File: config.mk
export PLATFORM = sky130hd
export DESIGN_NAME = if_stage_flat
export DESIGN_NICKNAME = d
export VERILOG_FILES = /design/src/rtl/if_stage_if.sv /design/src/rtl/if_stage.sv /design/src/flat_wrapper.sv
export SDC_FILE = /design/constraint.sdc
export NUM_CORES = 1
export LEC_CHECK = 0
export ABC_AREA = 1
export CAP_MARGIN = 10
export CORE_MARGIN = 5
export CORE_UTILIZATION = 45
export CTS_CLUSTER_DIAMETER = 80
export CTS_CLUSTER_SIZE = 40
export DETAILED_ROUTE_END_ITERATION = 16
export PLACE_DENSITY = 0.8
export SLEW_MARGIN = 20
export SYNTH_ARGS = -nofsm -noshare
export SYNTH_HDL_FRONTEND = slang
export SYNTH_SLANG_ARGS = --single-unit
File: constraint.sdc
create_clock -name clk -period 2.25 [get_ports clk]
set_clock_uncertainty 0.05 [all_clocks]
set_input_delay 0.3375 -clock clk [delete_from_list [all_inputs] [get_ports clk]]
set_output_delay 0.3375 -clock clk [all_outputs]
set_load 0.05 [all_outputs]
File: src/rtl/if_stage_if.sv
// rtl/if_stage_if.sv - Fetch-stage bus bundle: instruction ROM port plus IF/ID handshake.
//
// Purpose: groups the instruction-memory read port and the IF/ID valid/ready
// handshake into one bundle so the fetch stage and its neighbours connect
// through a single port.
//
// Signals:
//   imem_addr  ADDR_WIDTH  word address to the asynchronous-read ROM
//   imem_data  32          instruction returned for imem_addr in the same cycle
//   id_valid   1           IF/ID register holds a real instruction
//   id_ready   1           decode accepts id_instr/id_pc this cycle
//   id_instr   32          registered instruction
//   id_pc      32          byte address of id_instr
//
// Modports:
//   master  fetch-stage side (drives imem_addr and the IF/ID outputs)
//   slave   ROM/decode side (drives imem_data and id_ready)

interface if_stage_if #(
  parameter int ADDR_WIDTH = 10
);
  logic [ADDR_WIDTH-1:0] imem_addr;
  logic [31:0]           imem_data;
  logic                  id_valid;
  logic                  id_ready;
  logic [31:0]           id_instr;
  logic [31:0]           id_pc;

  modport master (
    output imem_addr,
    input  imem_data,
    output id_valid,
    input  id_ready,
    output id_instr,
    output id_pc
  );

  modport slave (
    input  imem_addr,
    output imem_data,
    input  id_valid,
    output id_ready,
    input  id_instr,
    input  id_pc
  );
endinterface

File: src/rtl/if_stage.sv
// rtl/if_stage.sv - Instruction-fetch stage with PC, IF/ID register and fetch counter.
//
// Purpose: owns the program counter, addresses the asynchronous instruction
// ROM, captures the returned word into the IF/ID register and hands it to
// decode over a valid/ready handshake. Handles redirects (which flush IF/ID),
// decode back-pressure and halt, and counts instructions accepted by decode.
//
// Ports:
//   clk             rising-edge clock
//   rst             synchronous, active-high reset
//   bus             if_stage_if.master: imem_addr/imem_data, id_valid/id_ready/id_instr/id_pc
//   redirect_valid  taken branch/jump; overrides everything except rst
//   redirect_pc     redirect target byte address (bits [1:0] treated as 0)
//   halt            level; while high no new instruction enters IF/ID
//   pc              current fetch PC (debug/trace)
//   fetch_count     instructions accepted by decode, wraps modulo 2^32

module if_stage #(
  parameter int          ADDR_WIDTH = 10,
  parameter logic [31:0] RESET_PC   = 32'h0000_0000,
  parameter logic [31:0] NOP_INSTR  = 32'h0000_0013
) (
  input  logic              clk,
  input  logic              rst,
  if_stage_if.master        bus,
  input  logic              redirect_valid,
  input  logic [31:0]       redirect_pc,
  input  logic              halt,
  output logic [31:0]       pc,
  output logic [31:0]       fetch_count
);

  logic [31:0] pc_q;
  logic        valid_q;
  logic [31:0] instr_q;
  logic [31:0] id_pc_q;
  logic [31:0] count_q;

  logic        transfer;
  logic        advance;
  logic [31:0] redirect_target;

  assign transfer        = valid_q && bus.id_ready;
  // IF/ID can take a new word when it is empty or its occupant leaves now.
  assign advance         = !valid_q || bus.id_ready;
  // Masking keeps every redirect_pc bit in use while forcing word alignment.
  assign redirect_target = redirect_pc & 32'hFFFF_FFFC;

  // ROM address comes straight from the PC register, never from id_ready or
  // redirect inputs; addresses beyond the ROM depth alias by truncation.
  assign bus.imem_addr = pc_q[ADDR_WIDTH+1:2];
  assign bus.id_valid  = valid_q;
  assign bus.id_instr  = instr_q;
  assign bus.id_pc     = id_pc_q;
  assign pc            = pc_q;
  assign fetch_count   = count_q;

  always_ff @(posedge clk) begin
    if (rst) begin
      pc_q    <= RESET_PC;
      valid_q <= 1'b0;
      instr_q <= NOP_INSTR;
      id_pc_q <= 32'h0000_0000;
    end else if (redirect_valid) begin
      // Flush IF/ID even if decode is accepting this cycle; id_pc keeps its value.
      pc_q    <= redirect_target;
      valid_q <= 1'b0;
      instr_q <= NOP_INSTR;
    end else if (advance) begin
      if (halt) begin
        valid_q <= 1'b0;
        instr_q <= NOP_INSTR;
      end else begin
        instr_q <= bus.imem_data;
        id_pc_q <= pc_q;
        valid_q <= 1'b1;
        pc_q    <= pc_q + 32'd4;
      end
    end
    // Stall (advance=0): everything holds so id_instr stays stable.
  end

  // Counted independently of the redirect/halt priority: a transfer that
  // coincides with a redirect still retired into decode.
  always_ff @(posedge clk) begin
    if (rst) begin
      count_q <= 32'h0000_0000;
    end else if (transfer) begin
      count_q <= count_q + 32'd1;
    end
  end

endmodule

File: src/flat_wrapper.sv
// flat-port wrapper written by rule: the top's interface ports become plain ports
module if_stage_flat 
#(
  parameter int          ADDR_WIDTH = 10,
  parameter logic [31:0] RESET_PC   = 32'h0000_0000,
  parameter logic [31:0] NOP_INSTR  = 32'h0000_0013
)
  (clk, rst, redirect_valid, redirect_pc, halt, pc, fetch_count, bus_imem_addr, bus_imem_data, bus_id_valid, bus_id_ready, bus_id_instr, bus_id_pc);
  if_stage_if #(.ADDR_WIDTH(ADDR_WIDTH)) bus_i ();
  input  logic clk;
  input  logic rst;
  input  logic redirect_valid;
  input  logic [31:0] redirect_pc;
  input  logic halt;
  output logic [31:0] pc;
  output logic [31:0] fetch_count;
  output wire logic [$bits(bus_i.imem_addr)-1:0] bus_imem_addr;
  input wire logic [$bits(bus_i.imem_data)-1:0] bus_imem_data;
  output wire logic [$bits(bus_i.id_valid)-1:0] bus_id_valid;
  input wire logic [$bits(bus_i.id_ready)-1:0] bus_id_ready;
  output wire logic [$bits(bus_i.id_instr)-1:0] bus_id_instr;
  output wire logic [$bits(bus_i.id_pc)-1:0] bus_id_pc;
  assign bus_imem_addr = bus_i.imem_addr;
  assign bus_i.imem_data = bus_imem_data;
  assign bus_id_valid = bus_i.id_valid;
  assign bus_i.id_ready = bus_id_ready;
  assign bus_id_instr = bus_i.id_instr;
  assign bus_id_pc = bus_i.id_pc;
  if_stage #(.ADDR_WIDTH(ADDR_WIDTH), .RESET_PC(RESET_PC), .NOP_INSTR(NOP_INSTR)) u_core (.clk(clk), .rst(rst), .bus(bus_i), .redirect_valid(redirect_valid), .redirect_pc(redirect_pc), .halt(halt), .pc(pc), .fetch_count(fetch_count));
endmodule
==> results of run 1 <==
power groups by stage:
stage / combinational, mW / clock [mW] / sequential [mW]
2_1_floorplan: 0.329 / 0 / 2.71
3_3_place_gp: 1.01 / 0 / 2.43
3_5_place_dp: 1.01 / 0 / 2.43
4_1_cts: 1.02 / 2.67 / 2.38
5_1_grt: 1.08 / 2.76 / 2.40
6_report: 1.01 / 2.63 / 2.39
flip-flops by register name (all words and copies together), names as in the netlist:
signal               cells
u_core.bus.id_instr     32
u_core.fetch_count      32
u_core.bus.id_pc        30
u_core.pc               30
u_core.bus.id_valid      1
layout by cell type (no fill, tap or decap), drive strengths merged:
cell           count
a211oi             6
a21oi             77
a31o               1
a31oi              8
buf               17
bufinv             2
clkbuf            24
clkdlybuf4s50    201
clkinv             6
conb               4
dfxtp            125
ha                 2
inv               78
nand2            268
nand3             57
nand3b             2
nand4             12
nor2             134
nor3              18
nor3b              1
o211ai             4
o21a               1
o21ai             49
o22ai              3
xnor2              1
xor2               3
path summary, 6_finish.rpt:
check	slack, ps	endpoint	startpoint
worst max-delay path	80	bus_imem_addr[9]	u_core.pc[11]
worst min-delay path	410	u_core.bus.id_instr[29]	u_core.bus.id_instr[29]
worst max register to register	380	u_core.pc[29]	u_core.bus.id_valid
worst min register to register	410	u_core.bus.id_instr[29]	u_core.bus.id_instr[29]
per-stage QoR:
step / util (%) / instances
6_report: 66.4 / 1280
5_1_grt: 66.4 / 1280
4_1_cts: 66.4 / 1280
3_5_place_dp: 62.1 / 1248
3_3_place_gp: 62.1 / 1248
2_1_floorplan: - / 903
area by class of cell:
type	instances	area, um2	area share (%)
multi-input combinational	651	3040	34.5
sequential	125	2500	28.5
timing repair buffer	218	2180	24.8
clock buffer	24	472	5.37
inverter	78	293	3.33
tap	176	220	2.50
clock inverter	8	90.1	1.02
routing by layer:
metal	GRT usage [%]	up-vias	wire [um]
met5	0	-	0
met4	7.26	0	297
met3	9.78	21	1930
met2	37.2	261	8420
met1	30.9	2882	8570
li1	-	3269	-
logic make-up (layout without fill, tap and decap cells):
group | after synthesis | in the layout | share of synthesized area, %
buf+inv | 127 | 328 | 9.08
xor+xnor | 4 | 4 | 0.576
other cells | 1 | 4 | 0.0617
simple gates | 492 | 492 | 35.5
flops | 125 | 125 | 41.2
compound gates | 149 | 149 | 13.3
fa+ha+maj | 2 | 2 | 0.412
cells in the mapped netlist (all sizes together):
| cell type | instances | area share, % |
|---|---|---|
| nand3 | 57 | 4.8 |
| nor2 | 134 | 10 |
| xnor2 | 1 | 0.14 |
| nand3b | 2 | 0.25 |
| a31oi | 8 | 0.82 |
| inv | 78 | 4.8 |
| xor2 | 3 | 0.43 |
| nand2 | 268 | 17 |
| o211ai | 4 | 0.49 |
| nor3b | 1 | 0.12 |
| dfxtp | 125 | 41 |
| ha | 2 | 0.41 |
| nand4 | 12 | 1.5 |
| o21a | 1 | 0.12 |
| nor3 | 18 | 1.5 |
| a31o | 1 | 0.14 |
| a211oi | 6 | 0.99 |
| o21ai | 49 | 4.0 |
| buf | 30 | 3.1 |
| conb | 1 | 0.062 |
| clkbuf | 19 | 1.2 |
| o22ai | 3 | 0.31 |
| a21oi | 77 | 6.3 |
==> impl_results.md, run 1 <==
* Clock Power Share at 43.7%
* CP arrival at 1780 ps
* Routed Antenna Nets at 0
* Top-level port count at 208
* Pwr/cell area at 686 nW/um2
* Syn Std Cell Area at 6080 um2
* CTS tree: yes
* Fill cells at 1191
* Largest net degree at the start of global routing at 63
* Worst skew pair latency at 410 ps
* GR Util All Layers at 24.1%
* Via/cell ratio at 5.03
* Final period util at 96.4%
* Number of unique standard cell types used by synthesis at 35
* Crit-path cells: clkdlybuf4s50_1
* Clock transition at path regs at 50 ps
* Cell family with most CP delay: buffers and inverters
* Gate Count Post-Synth at 900
* Wire per inst at 15.0 um
* HPWL after DPL at 14400 um
* Nets@finish at 1162
* Row cnt at 42
* Initial Util at 45.9%
* Cts hold-fix bufs at 0
* Crit path depth at 1
* Die Wd at 126 um
* CP Max Fanout at 7
* Setup TNS at 0 ps
* Grt total ovfl at 0
* Vias in the first global route at 6128
* Worst hold slack at 411 ps
* Root buf cell: clkbuf_16
* Post-CTS sizing at 0
* 1st-iter DRT viols at 432
* Peak Freq at 0.461 GHz
* Cts bufs inserted at 17
* Switching Share at 28.0%
* Least-Margin Pin Slew at 620 ps
* Pleak at 3.37 nW
* Antenna violations before repair at 0
* Design Area, Final at 8790 um2
* Final wirelength at 19200 um
* CTS sink count at 125
* Crit path buffers/inverters at 1
* Core ar. at 13200 um2
* Die ar. at 15900 um2
* Hold Path Class: reg -> reg
* CTS max path bufs at 2
* Worst setup margin at 80.7 ps
* CP required at 1860 ps
* Fraction of layout cells with a size suffix above 1 at 6.88%
* Setup WS pre-CTS at -5.61 ps
* Final hold viol count at 0
* H-tree depth at 4
* Max-slew headroom at 58.6%
* NetSw at 1.69 mW
* Chip Height at 126 um
* Area growth, synth to finish at 44.6%
* DRC errors left at 0
* Postcts setup bufs at 0
* Drt first pass iters at 5
* Port Buffers at 201
* Max-cap viol count at 0
* Max Slew Vio Count at 0
* Inserted Diodes at 0
* Worst reg2reg path depth at 8
* Post-synthesis sequential area ratio at 41.2%
* Status: complete, no violations
* Post-place instance area at 8230 um2
* Tot Pwr at 6.03 mW
* Hold Path Cell Cnt at 2
* Setup CP Type: reg -> out
* Crit. End Element: output port
* Vias at 6433
* Worst VDD drop at 0.000435 V
* Synth warnings at 0
* Min Tclk post-route at 2170 ps
* Seq cells post-synth at 125
* RSZ-0062 raised after global routing: no
* CP max-delay cell: clkdlybuf4s50_1
* Setup Viol. Count Final at 0
* Post-Syn Area per Cell at 6.76 um2
* Logic gate share of total power at 16.8%
* CP Launch Type: flip-flop
* P_int at 4.34 mW
* First-pass GRT wire length at 30900 um
* Gp weighted congestion at 0.921
* Register share of total power at 39.5%
* CP peak stage delay at 870 ps
Power figures use the tool's default switching activity.
==> run 2, diff against run 1 <==
--- a/config.mk
+++ b/config.mk
@@ -12,7 +12,8 @@
 export CTS_CLUSTER_DIAMETER = 80
 export CTS_CLUSTER_SIZE = 40
 export DETAILED_ROUTE_END_ITERATION = 16
-export PLACE_DENSITY = 0.8
+export DONT_BUFFER_PORTS = 1
+export PLACE_DENSITY = 0.61
 export SLEW_MARGIN = 20
 export SYNTH_ARGS = -nofsm -noshare
 export SYNTH_HDL_FRONTEND = slang
==> constraint.sdc (replaced) <==
create_clock -name clk -period 2.51 [get_ports clk]
set_clock_uncertainty 0.05 [all_clocks]
set_input_delay 0.3765 -clock clk [delete_from_list [all_inputs] [get_ports clk]]
set_output_delay 0.3765 -clock clk [all_outputs]
set_load 0.05 [all_outputs]
==> run 2 against run 1 <==
  * Power down 12%
  * Sequential share of layout area increased by 6.3 points
  * Largest power group unchanged
  * Critical path depth is 7 higher
  * Critical path type is now reg -> reg
  * Combinational power is 49% lower
  * Clock power decreased by 5%
==> impl_results.md, run 2 (synthesis results as in run 1) <==
* Status: complete, no violations
* Max Slew Vio Count at 0
* Largest net degree at the start of global routing at 48
* Layout Cells excl Fill at 1133
* Setup Viol. Count Final at 0
* CTS sink count at 125
* Post-place instance area at 6570 um2
* H-tree depth at 4
* Root buf cell: clkbuf_16
* Chip Height at 126 um
* Fraction of layout cells with a size suffix above 1 at 13.9%
* CP required at 2760 ps
* Die Wd at 126 um
* Pleak at 2.93 nW
* Final wirelength at 18200 um
* Max-slew headroom at 39.5%
* Row cnt at 42
* Design Area, Final at 7200 um2
* Worst skew pair latency at 410 ps
* Most frequent cells in the layout: nand2_1 (260), dfxtp_1 (125), nor2_1 (119), a21oi_1 (77), inv_1 (75)
* Fill cells at 1333
* Vias in the first global route at 5551
* Final period util at 76.4%
* Wire per inst at 16.1 um
* Setup WS pre-CTS at 636 ps
* Least-Margin Pin Slew at 906 ps
* Routed Antenna Nets at 0
* Min Tclk post-route at 1920 ps
* Core ar. at 13200 um2
* Worst hold slack at 48.5 ps
* CP arrival at 2170 ps
* RSZ-0062 raised after global routing: no
* 1st-iter DRT viols at 379
* Clock transition at path regs at 60 ps
* HPWL after DPL at 13400 um
* Antenna violations before repair at 0
* Grt total ovfl at 0
* Pwr/cell area at 736 nW/um2
* Port Buffers at 0
* Top-level port count at 208
* Die ar. at 15900 um2
* Peak Freq at 0.522 GHz
* Cts bufs inserted at 17
* Area growth, synth to finish at 18.4%
* Max-cap viol count at 0
* Commonest non-fill, non-tap cell in the layout: nand2_1
* First-pass GRT wire length at 29400 um
* Drt first pass iters at 5
* CP Max Fanout at 6
* Postcts setup bufs at 0
* Hold Path Class: in -> reg
* Crit. End Element: flip-flop
* Setup TNS at 0 ps
* Tot Pwr at 5.30 mW
* CTS max path bufs at 2
* Placed cell count at 1099
* Worst setup margin at 593 ps
* Setup CP Type: reg -> reg
* Inserted Diodes at 0
* Vias at 5866
* Via/cell ratio at 5.18
* Gp weighted congestion at 0.903
* CTS tree: yes
* Nets@finish at 1015
* Fin util at 54.4%
* Worst VDD drop at 0.000469 V
* Initial Util at 45.9%
* DRC errors left at 0
* Final hold viol count at 0
* GR Util All Layers at 22.8%
* CP Launch Type: flip-flop
run 2: changes by cell type in the layout (fill, tap and decap cells not counted), sizes merged:
cell and delta:
clkdlybuf4s50 -201, clkinv +1, buf +53, clkbuf -4
dlygate4sd3 +1, bufinv +1, clkinvlp +2
run 2: worst max-delay path, cell delays in order, from the launching register on:
cell and delay [ps]:
dfxtp_1 300, buf_4 210, nand2_1 150, nor3_1 300, nand2_1 150, nor2_4 230
nand3_1 150, nor3_1 190, nor2_1 70
run 2: cell type report:
class                           count  area [um2]  share of cell area (%)
Clock inverter                     12         144                    2.00
Clock buffer                       20         457                    6.34
Timing Repair Buffer               71         548                    7.61
Inverter                           78         293                    4.07
Multi-Input combinational cell    651        3040                    42.2
Tap cell                          176         220                    3.06
Sequential cell                   125        2500                    34.8
run 2: repair_timing:
item / CTS / global route
hold buffers: 2 / 0
resized for setup: 0 / 0
endpoints found under the hold margin: 30 / 0
run 2: power breakdown:
| group | switching, mW | leakage (nW) | total [mW] | internal (mW) |
|---|---|---|---|---|
| logic | 0.382 | 1.62 | 0.516 | 0.134 |
| registers | 0.221 | 1.02 | 2.28 | 2.06 |
| clock network | 0.898 | 0.295 | 2.50 | 1.60 |
| total | 1.50 | 2.93 | 5.30 | 3.80 |
run 2: path summary, 6_finish.rpt:
| check | startpoint | end | depth (start not counted) | slack [ps] |
|---|---|---|---|---|
| min | bus_imem_data[0] | u_core.bus.id_instr[0] | 2 | 50 |
| max reg2reg | u_core.fetch_count[11] | u_core.fetch_count[30] | 8 | 590 |
| max | u_core.fetch_count[11] | u_core.fetch_count[30] | 8 | 590 |
| min reg2reg | u_core.fetch_count[3] | u_core.fetch_count[3] | 1 | 450 |
run 2: routing by layer:
layer	track usage [%]	wire [um]	vias up
met5	0	0	-
met4	7.76	295	0
met3	8.81	1900	22
met2	33.9	7950	234
met1	30.4	8100	2632
li1	-	-	2978
